File: config.mk
export PLATFORM = sky130hd
export DESIGN_NAME = uart_bus_loader
export DESIGN_NICKNAME = d
export VERILOG_FILES = /design/src/rtl/uart_bus_loader.sv
export SDC_FILE = /design/constraint.sdc
export NUM_CORES = 1
export LEC_CHECK = 0
export CAP_MARGIN = 10
export CELL_PAD_IN_SITES_DETAIL_PLACEMENT = 0
export CELL_PAD_IN_SITES_GLOBAL_PLACEMENT = 2
export CORE_ASPECT_RATIO = 1.25
export CORE_MARGIN = 4
export CORE_UTILIZATION = 33
export DETAILED_ROUTE_END_ITERATION = 16
export GPL_ROUTABILITY_DRIVEN = 0
export HOLD_SLACK_MARGIN = 0.03
export PLACE_DENSITY = 0.87
export SLEW_MARGIN = 10
export SYNTH_ARGS = -nofsm -noshare
export SYNTH_HDL_FRONTEND = slang
export SYNTH_SLANG_ARGS = --single-unit
File: constraint.sdc
create_clock -name clk -period 5.3 [get_ports clk]
set_input_delay 0.795 -clock clk [delete_from_list [all_inputs] [get_ports clk]]
set_output_delay 0.795 -clock clk [all_outputs]
set_load 0.005 [all_outputs]
File: src/rtl/uart_bus_loader.sv
// uart_bus_loader: serial-port driven bus initiator for board bring-up.
// Receives 'W'/'R' command frames from the UART receiver, performs one
// 32-bit device bus access per frame and replies through the UART
// transmitter (ACK for writes, 4 data bytes LSB first for reads, NAK
// for unknown commands).
//
// Ports:
//   clk, rst             clock, asynchronous active-high reset
//   rxdReady_i/rxdData_i received byte strobe and data
//   txdBusy_i            transmitter busy
//   txdStart_o/txdData_o transmit start pulse and byte
//   devEnable_o/devWrite_o/devBusy_i   bus request, direction, wait
//   devDataSave_o/devDataLoad_i        write / read data
//   devPhysicalAddr_o/devByteSelect_o  address, byte lanes
//   active_o             high while a frame is being handled
module uart_bus_loader #(
    parameter int unsigned TIMEOUT_CYCLES = 2500000,
    parameter logic [7:0]  ACK_BYTE       = 8'h06,
    parameter logic [7:0]  NAK_BYTE       = 8'h15
) (
    input  logic        clk,
    input  logic        rst,
    input  logic        rxdReady_i,
    input  logic [7:0]  rxdData_i,
    input  logic        txdBusy_i,
    output logic        txdStart_o,
    output logic [7:0]  txdData_o,
    output logic        devEnable_o,
    output logic        devWrite_o,
    input  logic        devBusy_i,
    output logic [31:0] devDataSave_o,
    input  logic [31:0] devDataLoad_i,
    output logic [31:0] devPhysicalAddr_o,
    output logic [3:0]  devByteSelect_o,
    output logic        active_o
);

    localparam int TW = (TIMEOUT_CYCLES > 2) ? $clog2(TIMEOUT_CYCLES) : 1;
    localparam logic [TW-1:0] TMO_MAX = TW'(TIMEOUT_CYCLES - 1);

    localparam logic [7:0] CMD_W = 8'h57;
    localparam logic [7:0] CMD_R = 8'h52;

    typedef enum logic [2:0] {
        S_IDLE,
        S_ADDR,
        S_DATA,
        S_BUS,
        S_TX,
        S_GUARD
    } state_t;

    state_t        state_q, state_d;
    logic          wr_q, wr_d;
    logic [1:0]    idx_q, idx_d;
    logic [31:0]   addr_q, addr_d;
    logic [31:0]   wdata_q, wdata_d;
    logic [31:0]   reply_q, reply_d;
    logic [1:0]    left_q, left_d;
    logic [7:0]    txd_q, txd_d;
    logic [TW-1:0] tmo_q, tmo_d;

    // State and datapath registers.
    always_ff @(posedge clk or posedge rst) begin
        if (rst) begin
            state_q <= S_IDLE;
            wr_q    <= 1'b0;
            idx_q   <= 2'd0;
            addr_q  <= 32'd0;
            wdata_q <= 32'd0;
            reply_q <= 32'd0;
            left_q  <= 2'd0;
            txd_q   <= 8'd0;
            tmo_q   <= '0;
        end else begin
            state_q <= state_d;
            wr_q    <= wr_d;
            idx_q   <= idx_d;
            addr_q  <= addr_d;
            wdata_q <= wdata_d;
            reply_q <= reply_d;
            left_q  <= left_d;
            txd_q   <= txd_d;
            tmo_q   <= tmo_d;
        end
    end

    // Next-state and datapath update.
    always_comb begin
        state_d = state_q;
        wr_d    = wr_q;
        idx_d   = idx_q;
        addr_d  = addr_q;
        wdata_d = wdata_q;
        reply_d = reply_q;
        left_d  = left_q;
        txd_d   = txd_q;
        tmo_d   = tmo_q;
        case (state_q)
            S_IDLE: begin
                tmo_d = '0;
                idx_d = 2'd0;
                if (rxdReady_i) begin
                    if (rxdData_i == CMD_W || rxdData_i == CMD_R) begin
                        wr_d    = (rxdData_i == CMD_W);
                        state_d = S_ADDR;
                    end else begin
                        txd_d   = NAK_BYTE;
                        left_d  = 2'd0;
                        state_d = S_TX;
                    end
                end
            end
            S_ADDR, S_DATA: begin
                // Expiry has priority over a byte arriving on the same edge.
                if (tmo_q == TMO_MAX) begin
                    state_d = S_IDLE;
                end else if (rxdReady_i) begin
                    tmo_d = '0;
                    idx_d = 2'(idx_q + 2'd1);
                    // Fields arrive LSB first: shift new bytes in at the top.
                    if (state_q == S_ADDR) begin
                        addr_d = {rxdData_i, addr_q[31:8]};
                    end else begin
                        wdata_d = {rxdData_i, wdata_q[31:8]};
                    end
                    if (idx_q == 2'd3) begin
                        if (state_q == S_ADDR && wr_q) begin
                            state_d = S_DATA;
                        end else begin
                            state_d = S_BUS;
                        end
                    end
                end else begin
                    tmo_d = TW'(tmo_q + 1'b1);
                end
            end
            S_BUS: begin
                if (!devBusy_i) begin
                    state_d = S_TX;
                    if (wr_q) begin
                        txd_d  = ACK_BYTE;
                        left_d = 2'd0;
                    end else begin
                        reply_d = devDataLoad_i;
                        txd_d   = devDataLoad_i[7:0];
                        left_d  = 2'd3;
                    end
                end
            end
            S_TX: begin
                if (!txdBusy_i) begin
                    state_d = S_GUARD;
                end
            end
            S_GUARD: begin
                if (left_q == 2'd0) begin
                    state_d = S_IDLE;
                end else begin
                    left_d  = 2'(left_q - 2'd1);
                    reply_d = {8'd0, reply_q[31:8]};
                    txd_d   = reply_q[15:8];
                    state_d = S_TX;
                end
            end
            default: state_d = S_IDLE;
        endcase
    end

    // Outputs decode from the state so reset clears them immediately.
    always_comb begin
        devEnable_o       = (state_q == S_BUS);
        devWrite_o        = (state_q == S_BUS) && wr_q;
        devPhysicalAddr_o = (state_q == S_BUS) ? addr_q : 32'd0;
        devDataSave_o     = ((state_q == S_BUS) && wr_q) ? wdata_q : 32'd0;
        devByteSelect_o   = (state_q == S_BUS) ? 4'hf : 4'h0;
        active_o          = (state_q != S_IDLE);
        txdStart_o        = (state_q == S_TX) && !txdBusy_i;
        txdData_o         = txd_q;
    end

endmodule

==> flow_summary.json, run 1 <==
{
  "grt_max_degree": 53,
  "slew_headroom": 0.231,
  "core_area_um2": 18800,
  "yosys-top-cells-area": "dfrtp_1 (50%), mux2_4 (7.2%), mux2_2 (5.0%)",
  "synth_area_leader_cell": "dfrtp_1",
  "maxCapViolations": 0,
  "grt_usage": 0.142,
  "max_freq_mhz": 266,
  "rsz0062_at_grt": "no",
  "yosysWarnings": 0,
  "clk_pin_slew_ns": 0.06,
  "syn_inst": 612,
  "hp-class": "flip-flop to flip-flop",
  "synth_ff_type": "dfrtp_1",
  "root_buffer": "clkbuf_16",
  "outcome": "complete, no violations",
  "totalNegativeSetupSlack_ns": 0,
  "htreeDepth": 4,
  "async_reset_ff_frac": 1.00,
  "drc": 0,
  "slew_viol_final": 0,
  "fin_nets": 762,
  "die_height_um": 162,
  "cp.required_ns": 4.51,
  "ctsResizeCount": 0,
  "die_area_um2": 21300,
  "die_x_um": 131,
  "ant_nets": 0,
  "rows": 56,
  "crit_path_end_kind": "output port",
  "clock-sinks": 126,
  "cellPowerDensity_nw_per_um2": 439,
  "grt_pass1_wl_mm": 24.9,
  "initial_utilization": 0.335,
  "drt_iter0_drc": 350,
  "syn_area_um2": 6290,
  "post-route-util": 0.439,
  "syn2layout_area_growth_pct": 31.1,
  "n_antenna_cell": 0,
  "overflow": 0,
  "yosysUniqueCellTypes": 47,
  "seq_area_frac_synth": 0.501,
  "worstMarginPinSlew_ns": 1.15,
  "arrival_ns": 2.97,
  "startpoint_type": "flip-flop",
  "synth-edff-count": 0,
  "finalCritPeriodShare": 0.711,
  "hpwl_mm": 10.7,
  "post-cts-setup-buffers": 0,
  "avgSynthCellArea_um2": 10.3,
  "ir_drop_mv": 0.211,
  "ctsHoldBuffers": 0,
  "first_pass_iters": 4,
  "io_buffers": 124,
  "skew_ns": 0.00899,
  "drive_above_1_share": 0.143,
  "yosysTopAreaCellShare": 0.501,
  "worst-r2r-setup-slack_ns": 2.30,
  "leakagePower_nw": 3.73,
  "ios": 125,
  "ys_seq_elements": 126,
  "hold_violations": 0,
  "synth_most_common_cell": "dfrtp_1",
  "synthesis.nets": 660,
  "r2r_cells": 7,
  "antenna_found_initial": 0,
  "fin_crit_ns": 3.77,
  "wl_mm": 15.2,
  "routed_via_density": 5.08,
  "setup_viol": 0,
  "tritoncts": "yes",
  "vias": 4872,
  "grt_pass1_vias": 4859,
  "cts_buffers": 17,
  "crit_fanout": 50,
  "clock_latency_ns": 0.42,
  "wl_per_cell_um": 15.8,
  "worstSetupPathType": "flip-flop to output port",
  "yosys-top-cells-count": "dfrtp_1 (126), nand2_1 (64), o21ai_0 (57)",
  "whs_path_depth": 1,
  "clock_path_buffers": 2
}
==> critical path, stage by stage (launching register included) <==
cell and delay (ns):
dfrtp_1 0.56, nand3b_1 0.33, inv_1 0.50, buf_4 0.45
and3_1 0.21, clkdlybuf4s50_1 0.51
==> registers in the layout (all words and copies together), names as in the netlist <==
register / cells
addr_q: 32
idx_q: 2
left_q: 2
reply_q: 24
state_q: 3
tmo_q: 22
txdData_o: 8
wdata_q: 32
wr_q: 1
==> layout make-up <==
class / count / area [um^2]
fillers: 1782 / 10500
clock buffers: 21 / 460
clock inverters: 11 / 133
inverters: 14 / 55.1
well taps: 232 / 290
multi-input cells: 425 / 2860
repair buffers: 130 / 1290
flip-flops and latches: 126 / 3150
==> stage by stage <==
step,setup slack (ns),power [mW],hold slack (ns),area (um^2),std cells
global placement,1.99,2.45,0.462,7640,927
detailed placement,1.94,2.50,0.477,7640,927
floorplan,1.15,2.18,0.450,6290,612
global route,1.26,3.85,0.508,8240,959
CTS,1.50,3.67,0.491,8240,959
finish,1.53,3.62,0.484,8240,959
==> logic make-up after synthesis <==
family,after synthesis,share of synthesized area
buffers and inverters,61,0.0472
muxes,65,0.134
xor gates and xnor gates,5,0.00697
and+or+nand+nor,236,0.200
AOI/OAI and AO/OA,116,0.104
DFF,126,0.501
adders and majority gates,3,0.00597
==> path summary, 6_finish.rpt <==
| kind | startpoint | to |
|---|---|---|
| max | state_q[2]$_DFFE_PP0P_ | devDataSave_o[19] |
| min | wdata_q[0]$_DFFE_PP0P_ | wdata_q[0]$_DFFE_PP0P_ |
| max reg2reg | tmo_q[0]$_DFFE_PP0P_ | addr_q[29]$_DFFE_PP0P_ |
| min reg2reg | wdata_q[0]$_DFFE_PP0P_ | wdata_q[0]$_DFFE_PP0P_ |
| max in group asynchronous | rst | wdata_q[20]$_DFFE_PP0P_ |
| min in group asynchronous | rst | addr_q[21]$_DFFE_PP0P_ |
==> placed cells by master (no fill, tap or decap), types with 4 or more instances in the layout <==
cell type	instances
a21oi_1	20
a22oi_1	4
a31oi_1	22
and2_1	35
and3_1	35
buf_4	6
clkbuf_16	17
clkdlybuf4s50_1	124
dfrtp_1	126
inv_1	13
mux2_1	7
mux2_2	28
mux2_4	30
nand2_1	64
nand2b_1	4
nand3_1	19
nand3b_1	4
nand4_1	6
nor2_1	40
nor3_1	7
o21ai_0	56
o31ai_1	4
==> metal layers <==
metal,vias to the layer above,GRT usage,wire (um)
li1,2354,-,-
met1,2389,0.179,6880
met2,116,0.239,7490
met3,13,0.0365,638
met4,0,0.0482,166
met5,-,0,0
==> report_power, final <==
| group | internal, mW | total, mW | switching (mW) |
|---|---|---|---|
| registers | 1.24 | 1.44 | 0.204 |
| clock network | 0.722 | 1.15 | 0.433 |
| logic | 0.507 | 1.02 | 0.513 |
(Power assumes the default switching activity.)
==> inputs of run 2 (changes only) <==
CORE_UTILIZATION = 29   (was 33)
PLACE_DENSITY = 0.81   (was 0.87)
clock period = 3.3 ns   (was 5.3 ns; I/O delays follow)
==> flow_summary.json, run 2 (same netlist as run 1, synthesis figures left out) <==
{
  "clk_pin_slew_ns": 0.06,
  "outcome": "complete, no violations",
  "clock_latency_ns": 0.42,
  "skew_ns": 0.00770,
  "ios": 125,
  "syn2layout_area_growth_pct": 33.4,
  "io_buffers": 124,
  "dp_cells": 986,
  "stdcell_count": 1018,
  "first_pass_iters": 4,
  "antenna_found_initial": 0,
  "leakagePower_nw": 3.79,
  "drc": 0,
  "tritoncts": "yes",
  "finalCritPeriodShare": 0.912,
  "core_area_um2": 21500,
  "ctsHoldBuffers": 0,
  "drive_above_1_share": 0.156,
  "setup_viol": 0,
  "post-cts-setup-buffers": 0,
  "slew_viol_final": 0,
  "r2r-start": "tmo_q[0]$_DFFE_PP0P_",
  "arrival_ns": 2.51,
  "slew_headroom": 0.336,
  "cts_buffers": 17,
  "crit_fanout": 51,
  "worstMarginPinSlew_ns": 0.988,
  "hold-worst-slack_ns": 0.482,
  "grt_pass1_wl_mm": 26.2,
  "vias": 4933,
  "ir_drop_mv": 0.385,
  "die_height_um": 173,
  "htreeDepth": 4,
  "layout_common_cells": "dfrtp_1 (126), clkdlybuf4s50_1 (124), nand2_1 (64), o21ai_0 (56), nor2_1 (40)",
  "rsz0062_at_grt": "no",
  "final_common_cell": "dfrtp_1",
  "maxCapViolations": 0,
  "whs_path_depth": 2,
  "worstSetupPathType": "flip-flop to output port",
  "clock_path_buffers": 2,
  "r2r_end": "addr_q[29]$_DFFE_PP0P_",
  "worstHoldStart": "txdData_o[4]$_DFFE_PP0P_",
  "max_freq_mhz": 332,
  "grt_pass1_vias": 5008,
  "hpwl_mm": 11.2,
  "fin_crit_ns": 3.01,
  "die_x_um": 140,
  "routed_via_density": 4.85,
  "drt_iter0_drc": 195,
  "pre_cts_slack_ns": 0.515,
  "grt_usage": 0.133,
  "ant_nets": 0,
  "initial_utilization": 0.293,
  "post-route-util": 0.391,
  "fin_nets": 774,
  "die_area_um2": 24100,
  "startpoint_type": "flip-flop",
  "wl_per_cell_um": 15.4,
  "ctsResizeCount": 0,
  "cp.required_ns": 2.80,
  "r2r_cells": 8,
  "root_buffer": "clkbuf_16",
  "overflow": 0,
  "largestRegisters": "addr_q x32, wdata_q x32, reply_q x24",
  "grt_max_degree": 58,
  "clock-sinks": 126,
  "worst-r2r-setup-slack_ns": 0.64,
  "hold_violations": 0,
  "min_to": "txdData_o[4]$_DFFE_PP0P_",
  "cellPowerDensity_nw_per_um2": 699,
  "finalWorstSetupSlack_ns": 0.291,
  "hp-class": "flip-flop to flip-flop",
  "n_antenna_cell": 0,
  "totalNegativeSetupSlack_ns": 0,
  "crit_path_end_kind": "output port",
  "rows": 60,
  "wl_mm": 15.7
}
run 2: cell count changes in the layout (fill, tap and decap cells not counted), sizes merged:
| cell | delta |
|---|---|
| clkbuf | -2 |
| clkinv | +5 |
| inv | -3 |
| buf | +12 |
run 2: metal layers:
metal	global-route usage	routed length, um	vias up
li1	-	-	2383
met1	0.165	6800	2403
met2	0.223	7840	125
met3	0.0324	729	22
met4	0.0505	338	0
met5	0	0	-
run 2: critical path, stage by stage (launching register included):
cell	delay [ns]
dfrtp_1	0.59
nand3b_1	0.23
inv_1	0.16
buf_4	0.36
and3_1	0.23
clkdlybuf4s50_1	0.51
run 2: area by class of cell:
type	count	area [um^2]
Inverter	14	56.3
Sequential cell	126	3150
Clock inverter	13	140
Fill cell	2145	13100
Tap cell	279	349
Clock buffer	19	443
Timing Repair Buffer	142	1390
Multi-Input combinational cell	425	2860
run 2: worst max path at each step:
stage	from	endpoint	slack [ns]
2_1_floorplan	tmo_q[0]$_DFFE_PP0P_	addr_q[0]$_DFFE_PP0P_	1.09
6_report	state_q[1]$_DFFE_PP0P_	devDataSave_o[29]	0.29
3_5_place_dp	rxdReady_i	addr_q[22]$_DFFE_PP0P_	0.52
3_3_place_gp	rxdReady_i	addr_q[21]$_DFFE_PP0P_	0.53
4_1_cts	state_q[1]$_DFFE_PP0P_	devDataSave_o[29]	0.26
5_1_grt	state_q[1]$_DFFE_PP0P_	devDataSave_o[29]	0.08
run 2: where the power goes:
part | internal (mW) | switching [mW] | total [mW]
registers | 1.99 | 0.279 | 2.27
logic | 0.873 | 0.894 | 1.77
clock network | 1.13 | 0.687 | 1.82
total | 4.00 | 1.86 | 5.86
run 2: metrics by stage:
| stage | power [mW] | instance area [um^2] |
|---|---|---|
| 4_1_cts | 5.95 | 8390 |
| 2_1_floorplan | 3.50 | 6290 |
| 6_report | 5.86 | 8390 |
| 5_1_grt | 6.27 | 8390 |
| 3_5_place_dp | 4.08 | 7800 |
| 3_3_place_gp | 4.00 | 7800 |
==> inputs of run 3 (changes only) <==
CORE_UTILIZATION = 33   (was 29)
GPL_ROUTABILITY_DRIVEN = 1   (was 0)
PLACE_DENSITY = 0.87   (was 0.81)
clock period = 2.9 ns   (was 3.3 ns; I/O delays follow)
==> flow_summary.json, run 3 (same netlist as run 1, synthesis figures left out) <==
{
  "max_freq_mhz": 364,
  "startpoint_type": "flip-flop",
  "overflow": 0,
  "first_pass_iters": 4,
  "die_x_um": 131,
  "hp-class": "flip-flop to flip-flop",
  "grt_pass1_vias": 5056,
  "core_area_um2": 18800,
  "r2r-start": "tmo_q[0]$_DFFE_PP0P_",
  "grt_max_degree": 64,
  "final_common_cell": "dfrtp_1",
  "crit_path_max_incr_delay_ns": 0.51,
  "grt_pass1_wl_mm": 26.2,
  "totalNegativeSetupSlack_ns": 0,
  "syn2layout_area_growth_pct": 33.3,
  "cp-endpoint": "devPhysicalAddr_o[28]",
  "largestRegisters": "addr_q x32, wdata_q x32, reply_q x24",
  "tritoncts": "yes",
  "r2r_cells": 8,
  "outcome": "complete, no violations",
  "clk_pin_slew_ns": 0.06,
  "place_congestion": 0.841,
  "root_buffer": "clkbuf_16",
  "arrival_ns": 2.31,
  "ant_nets": 0,
  "grt_usage": 0.150,
  "ctsHoldBuffers": 0,
  "slew_viol_final": 0,
  "clock-sinks": 126,
  "finalCritPeriodShare": 0.948,
  "n_antenna_cell": 0,
  "ctsResizeCount": 0,
  "drive_above_1_share": 0.158,
  "rsz0062_at_grt": "no",
  "dpl_cell_area_um2": 7780,
  "wl_mm": 15.6,
  "worstHoldStart": "txdData_o[1]$_DFFE_PP0P_",
  "htreeDepth": 4,
  "initial_utilization": 0.335,
  "maxCapViolations": 0,
  "ir_drop_mv": 0.440,
  "worstSetupPathType": "flip-flop to output port",
  "fin_nets": 775,
  "layout_common_cells": "dfrtp_1 (126), clkdlybuf4s50_1 (124), nand2_1 (64), o21ai_0 (56), nor2_1 (40)",
  "hold_violations": 0,
  "crit_fanout": 63,
  "crit_chain": "nand3b_1, inv_1, buf_12, and2_1, clkdlybuf4s50_1",
  "ios": 125,
  "cp.required_ns": 2.47,
  "crit_path_start": "state_q[2]$_DFFE_PP0P_",
  "dp_cells": 940,
  "slew_headroom": 0.337,
  "r2r_end": "addr_q[30]$_DFFE_PP0P_",
  "leakagePower_nw": 3.81,
  "antenna_found_initial": 0,
  "cellPowerDensity_nw_per_um2": 808,
  "fin_crit_ns": 2.75,
  "vias": 4892,
  "skew_ns": 0.00716,
  "hpwl_mm": 11.0,
  "worstMarginPinSlew_ns": 0.992,
  "drt_iter0_drc": 328,
  "drc": 0,
  "die_area_um2": 21300,
  "worst-r2r-setup-slack_ns": 0.31,
  "post-cts-setup-buffers": 0,
  "clock_path_buffers": 2,
  "finalPower_mw": 6.78,
  "fill_cells": 1770,
  "stdcell_count": 972,
  "slowest_stage": "clkdlybuf4s50_1",
  "rows": 56,
  "clock_latency_ns": 0.42,
  "setup_viol": 0,
  "crit_path_end_kind": "output port",
  "cts_buffers": 17,
  "io_buffers": 124,
  "final_area_um2": 8380,
  "routed_via_density": 5.03,
  "wl_per_cell_um": 16.1,
  "die_height_um": 162
}
-- run 3: cell count changes in the layout (fill, tap and decap cells not counted), moves of 2 or more --
cell	delta
buf_12	+2
clkinv_2	-3
clkinv_4	-3
inv_6	+4
-- run 3: critical path, delay by kind of cell, from the launching register on --
kind                   cells  cell delay [ns]
DFF                        1             0.38
buffers and inverters      3             1.07
and+or+nand+nor            2             0.43
-- run 3: layout make-up --
cell class | count | area (um^2) | area share
clock buffers | 19 | 453 | 0.0540
well taps | 232 | 290 | 0.0346
flip-flops and latches | 126 | 3150 | 0.376
inverters | 14 | 56.3 | 0.00672
multi-input cells | 425 | 2860 | 0.341
repair buffers | 143 | 1420 | 0.170
clock inverters | 13 | 153 | 0.0182
-- run 3: through the flow --
stage / utilization / setup WS [ns] / hold WS, ns
global placement: 0.414 / 0.399 / 0.462
detailed placement: 0.414 / 0.324 / 0.469
CTS: 0.446 / 0.130 / 0.483
floorplan: - / 0.687 / 0.450
global route: 0.446 / 0.00542 / 0.510
finish: 0.446 / 0.150 / 0.484
-- run 3: power breakdown --
group | internal (mW) | switching [mW]
Sequential | 2.27 | 0.325
Clock | 1.33 | 0.848
Combinational | 0.987 | 1.02
Total | 4.59 | 2.19
-- run 3: worst min path at each step --
| stage | endpoint | cells past startpoint |
|---|---|---|
| 2_1_floorplan | wdata_q[0]$_DFFE_PP0P_ | 1 |
| 3_3_place_gp | left_q[0]$_DFFE_PP0P_ | 2 |
| 3_5_place_dp | txdData_o[1]$_DFFE_PP0P_ | 1 |
| 4_1_cts | txdData_o[1]$_DFFE_PP0P_ | 1 |
| 5_1_grt | txdData_o[1]$_DFFE_PP0P_ | 1 |
| 6_report | txdData_o[1]$_DFFE_PP0P_ | 1 |
-- run 3: layer usage --
| metal | up-vias | share of wire | track usage |
|---|---|---|---|
| met1 | 2366 | 0.44 | 0.183 |
| met5 | - | 0 | 0 |
| li1 | 2384 | - | - |
| met2 | 124 | 0.49 | 0.259 |
| met4 | 0 | 0.011 | 0.0435 |
| met3 | 18 | 0.050 | 0.0414 |
==> RTL edit 1: new RTL, flow settings as in run 2 <==
Put a register stage on the output `txdData_o`, cleared by the reset. The value now appears one clock later. The other outputs are not delayed to match.
--- a/src/rtl/uart_bus_loader.sv
+++ b/src/rtl/uart_bus_loader.sv
@@ -50,4 +50,6 @@
         S_GUARD
     } state_t;
+
+    logic [7:0] txdData_d;
 
     state_t        state_q, state_d;
@@ -177,5 +179,13 @@
         active_o          = (state_q != S_IDLE);
         txdStart_o        = (state_q == S_TX) && !txdBusy_i;
-        txdData_o         = txd_q;
+        txdData_d         = txd_q;
+    end
+
+    always_ff @(posedge clk or posedge rst) begin
+        if (rst) begin
+            txdData_o <= '0;
+        end else begin
+            txdData_o <= txdData_d;
+        end
     end
 
Behaviour: not the same (Yosys sat finds a counterexample within 4 cycles, from zero or initial values and one cycle with rst high).
==> RTL edit 1 against run 2 <==
Count of clock-buffer cells in the layout did not move. Wire length down 0.34%. Worst setup slack better by 6.2 ps. Synthesized area grew 1.3%. Total power decreased by 4.1%. Sequential cell count up 8. Final area grew 0.73%. Critical endpoint is now devDataSave_o[17]. Largest power group unchanged.
==> RTL edit 1: results (changes against run 2) <==
\begin{tabular}{lr}
\hline
Metric & Value \\
\hline
\multicolumn{2}{l}{\textbf{CTS}} \\
Clock tree buffer depth & 2 (unchanged) \\
Worst skew pair latency & 410 ps \\
H-Tree Level Count & 4 (unchanged) \\
Clock input transition at the sequential cells of the worst setup and hold paths & 60 ps (about the same) \\
Clock root buffer & clkbuf\_16 \\
Post-cts gate resize count & 0 (unchanged) \\
Count of buffers added by post-CTS timing repair for setup & 0 (unchanged) \\
Number of CTS-inserted buffers & 17 (unchanged) \\
\multicolumn{2}{l}{\textbf{Critical path}} \\
Maximum net fanout on the critical path & 33 (-35\%) \\
Critical Path AT & 2510 ps (about the same) \\
Maximum cell stage delay along the critical path & 640 ps (+50 ps) \\
Library cell contributing the largest single delay on the critical path & dfrtp\_1 \\
\multicolumn{2}{l}{\textbf{GRT}} \\
Pin count of the biggest net entering global routing & 55 (-5.2\%) \\
First-pass GRT wire length & 26100 um (-0.21\%) \\
Number of antenna violations at the first check in global routing & 0 (unchanged) \\
Vias in the first global route & 5073 (+1.3\%) \\
Global-route usage over all layers & 13.1\% (-0.18 points) \\
\multicolumn{2}{l}{\textbf{Pwr}} \\
Largest voltage drop on the vdd net & 0.412 mV (+7.0\%) \\
P\_leak & 3.74 nW (-1.3\%) \\
\multicolumn{2}{l}{\textbf{Routing}} \\
DR WL/cell & 16.0 um (+3.7\%) \\
Routed vias & 4764 (-3.4\%) \\
Detailed Route Iter0 Violations & 258 (+32\%) \\
Initial DRT Pass Iterations & 5 (+1) \\
\multicolumn{2}{l}{\textbf{Synth}} \\
Most numerous cell types in the synthesized netlist & dfrtp\_1 (134), mux2\_2 (56), nand2\_1 (51) \\
Post-synthesis async set-or-reset flop share & 100\% (unchanged) \\
Post-Syn Nets & 621 (-5.9\%) \\
Main area contributors after synthesis & dfrtp\_1 (53\%), mux2\_2 (9.9\%), and3\_1 (3.6\%) \\
Number of distinct library cells after synthesis & 56 (+19\%) \\
Yosys warns & 0 (unchanged) \\
Part of the Yosys area used for sequential elements & 52.6\% (+2.5 points) \\
\multicolumn{2}{l}{\textbf{Layout}} \\
Layout filler cell count & 2087 (-2.7\%) \\
Net count, final & 734 (-5.2\%) \\
Biggest registers after layout & addr\_q (32), wdata\_q (32), reply\_q (24) \\
Final antenna diode count & 0 (unchanged) \\
Fraction of layout cells with a size suffix above 1 & 17.3\% (+1.7 points) \\
\multicolumn{2}{l}{\textbf{Placed design}} \\
Port bufs & 124 (unchanged) \\
HPWL reported at the end of detailed placement & 11400 um (+1.5\%) \\
\multicolumn{2}{l}{\textbf{Worst hold path}} \\
Worst hold path class & register to register \\
\multicolumn{2}{l}{\textbf{STA}} \\
Normalized max-slew margin & 42.9\% (+9.3 points) \\
Max Slew Vio Count & 0 (unchanged) \\
Worst Skew & 7.30 ps (-0.401 ps) \\
\multicolumn{2}{l}{\textbf{Run status}} \\
Run status & complete, no violations \\
\hline
\end{tabular}
-- RTL edit 1: report_power, final --
part           leakage [nW]  internal, mW  switching (mW)
logic                  1.74         0.731           0.802
clock network         0.261          1.04           0.731
registers              1.74          2.04           0.271
total                  3.74          3.82            1.80
-- RTL edit 1: logic make-up (layout without fill, tap and decap cells) --
logic type	count (synthesis)	count (layout)	synth area share, %
compound gates	82	82	9.21
xor+xnor	11	11	1.51
fa+ha+maj	3	3	0.589
buf+inv	52	178	3.79
flops	134	134	52.6
mux	75	75	13.7
simple gates	216	216	18.5
-- RTL edit 1: critical path, delay by kind of cell, from the launching register on --
family / cells / cell delay, ps
buffers and inverters: 2 / 760
flip-flops: 1 / 640
AND/OR/NAND/NOR: 3 / 690
-- RTL edit 1: final cells by class --
type | count | area, um2 | share of cell area [%]
repair buffers | 138 | 1370 | 16.2
well taps | 279 | 349 | 4.13
multi-input cells | 387 | 2790 | 33.0
clock inverters | 13 | 123 | 1.45
inverters | 8 | 33.8 | 0.400
clock buffers | 19 | 433 | 5.12
flip-flops and latches | 134 | 3350 | 39.7
-- RTL edit 1: per-stage QoR --
stage	utilization, %	instance area [um2]	hold slack, ps	worst slack [ps]	std cells
finish	39.2	8450	381	298	978
global route	39.2	8450	397	107	978
CTS	39.2	8440	387	281	978
detailed placement	36.6	7890	374	168	946
global placement	36.6	7890	373	252	946
floorplan	-	6370	354	1140	573
-- RTL edit 1: worst paths after layout --
path | end | cells past startpoint | startpoint | slack, ps
worst min register to register | txdData_o[1] | 0 | txdData_d[1] | 380
worst max register to register | tmo_q[18] | 6 | state_q[0] | 830
max in group asynchronous | reply_q[22] | 3 | rst | 1990
min in group asynchronous | addr_q[0] | 2 | rst | 570
worst min-delay path | txdData_o[1] | 0 | txdData_d[1] | 380
worst max-delay path | devDataSave_o[17] | 5 | state_q[1] | 300
-- RTL edit 1: metal layers --
metal | vias to the layer above | routed length, um | GRT usage, %
li1 | 2288 | - | -
met1 | 2363 | 6810 | 16.2
met5 | - | 0 | 0
met4 | 0 | 127 | 3.39
met3 | 10 | 702 | 3.39
met2 | 103 | 8010 | 22.5
==> RTL edit 2: new RTL, flow settings as in run 2 <==
Without the edit above. `TIMEOUT_CYCLES`: 2500000 -> 1250000.
--- a/src/rtl/uart_bus_loader.sv
+++ b/src/rtl/uart_bus_loader.sv
@@ -15,5 +15,5 @@
 //   active_o             high while a frame is being handled
 module uart_bus_loader #(
-    parameter int unsigned TIMEOUT_CYCLES = 2500000,
+    parameter int unsigned TIMEOUT_CYCLES = 1250000,
     parameter logic [7:0]  ACK_BYTE       = 8'h06,
     parameter logic [7:0]  NAK_BYTE       = 8'h15
Behaviour: same outputs for any inputs over 4 cycles, from zero or initial values and one cycle with rst high; that may be too few to reach the edited logic, so the function may still have changed.
==> RTL edit 2 against run 2 <==
Utilization is 0.31 points lower. Sequential cell count decreased by 1. Non-clock buffer count down 5. Largest power group unchanged. Global-route usage is 0.081 points lower. Cell count shrank 1.9%. Synthesized area increased by 0.46%. Worst setup slack gained 17 ps. Final area shrank 0.81%. Wire length is 0.50% higher. Total power shrank 5.9%. Largest cell class unchanged.
==> RTL edit 2: results (changes against run 2) <==
\begin{tabular}{lr}
\hline
Metric & Value \\
\hline
\multicolumn{2}{l}{\textbf{Placed design}} \\
HPWL reported at the end of detailed placement & 11300 um (+0.50\%) \\
Count of placed standard cells including taps & 969 (-1.7\%) \\
Worst setup slack after placement & 646 ps (+131 ps) \\
Placed Area & 7790 um2 (-0.21\%) \\
\multicolumn{2}{l}{\textbf{Synth}} \\
Part of the Yosys area used for sequential elements & 49.5\% (-0.62 points) \\
Main area contributors after synthesis & dfrtp\_1 (50\%), mux2\_4 (7.1\%), mux2\_2 (6.1\%) \\
Most numerous cell types in the synthesized netlist & dfrtp\_1 (125), nand2\_1 (58), and3\_1 (39) \\
Post-Syn Nets & 648 (-1.8\%) \\
Number of instances in the synthesized netlist & 600 (-2.0\%) \\
Number of distinct library cells after synthesis & 58 (+23\%) \\
\multicolumn{2}{l}{\textbf{GRT}} \\
First-pass GRT wire length & 25900 um (-0.97\%) \\
Global-route usage over all layers & 13.2\% (-0.081 points) \\
Pin count of the biggest net entering global routing & 72 (+24\%) \\
Vias in the first global route & 4857 (-3.0\%) \\
\multicolumn{2}{l}{\textbf{Pwr}} \\
Switching part of the total & 32.3\% (+0.59 points) \\
Net switching power & 1.78 mW (-4.1\%) \\
Largest voltage drop on the vdd net & 0.345 mV (-11\%) \\
Clock network power & 1.68 mW (-8\%) \\
Register share of total power & 40.9\% (+2.1 points) \\
P\_leak & 3.73 nW (-1.6\%) \\
\multicolumn{2}{l}{\textbf{Layout}} \\
Layout filler cell count & 2138 (-0.33\%) \\
Net count, final & 757 (-2.2\%) \\
Multi-input combinational cell area & 2870 um2 (+0.35\%) \\
Biggest registers after layout & addr\_q (32), wdata\_q (32), reply\_q (24) \\
Fraction of layout cells with a size suffix above 1 & 16.5\% (+0.97 points) \\
\multicolumn{2}{l}{\textbf{CTS}} \\
Worst skew pair latency & 410 ps \\
\multicolumn{2}{l}{\textbf{Routing}} \\
Final routed wirelength across all metal layers & 15800 um (+0.50\%) \\
Met1 wire length & 7230 um (+6.4\%) \\
DR WL/cell & 15.8 um (+2.4\%) \\
Detailed Route Iter0 Violations & 272 (+39\%) \\
Routed length on met2 & 7690 um (-1.9\%) \\
Via count normalized by instance count & 4.86 (+0.27\%) \\
DR WL met3 & 715 um (-1.9\%) \\
\multicolumn{2}{l}{\textbf{Critical path}} \\
Maximum cell stage delay along the critical path & 630 ps (+40 ps) \\
\multicolumn{2}{l}{\textbf{STA}} \\
Normalized max-slew margin & 30.3\% (-3.3 points) \\
\multicolumn{2}{l}{\textbf{Run status}} \\
Run status & complete, no violations \\
\hline
\end{tabular}
RTL edit 2: cell count changes after synthesis, moves of 4 or more:
| cell | run 2 | this run |
|---|---|---|
| mux2_2 | 28 | 34 |
| o21ai_0 | 57 | 30 |
| nor2_1 | 40 | 36 |
| and3_1 | 35 | 39 |
| nand2_1 | 64 | 58 |
| mux2_1 | 7 | 1 |
| buf_2 | 14 | 10 |
| a31oi_1 | 22 | 32 |
RTL edit 2: cells by family after synthesis:
group / after synthesis / share of synthesized area (%)
adders and majority gates: 3 / 0.594
buffers and inverters: 64 / 5.45
and+or+nand+nor: 227 / 19.3
muxes: 65 / 13.4
xor gates and xnor gates: 4 / 0.555
DFF: 125 / 49.5
AOI/OAI and AO/OA: 112 / 11.3
RTL edit 2: layer usage:
metal	GRT usage [%]	up-vias
li1	-	2359
met1	17.3	2360
met2	21.5	125
met3	3.13	10
met4	4.24	0
met5	0	-
RTL edit 2: final cells by class:
| cell class | count | share of cell area [%] |
|---|---|---|
| flip-flops and latches | 125 | 37.6 |
| multi-input cells | 411 | 34.5 |
| repair buffers | 137 | 16.5 |
| clock buffers | 19 | 5.20 |
| well taps | 279 | 4.20 |
| clock inverters | 11 | 1.19 |
| inverters | 17 | 0.812 |
RTL edit 2: path summary, 6_finish.rpt:
kind | start | to | slack [ps] | cells after the start
max in group asynchronous | rst | wdata_q[24] | 1950 | 3
setup reg to reg | tmo_q[0] | wdata_q[5] | 730 | 7
hold / removal | txdData_o[0] | txdData_o[0] | 480 | 2
setup / recovery | state_q[0] | devDataSave_o[21] | 310 | 5
hold reg to reg | txdData_o[0] | txdData_o[0] | 480 | 2
min in group asynchronous | rst | tmo_q[3] | 600 | 2
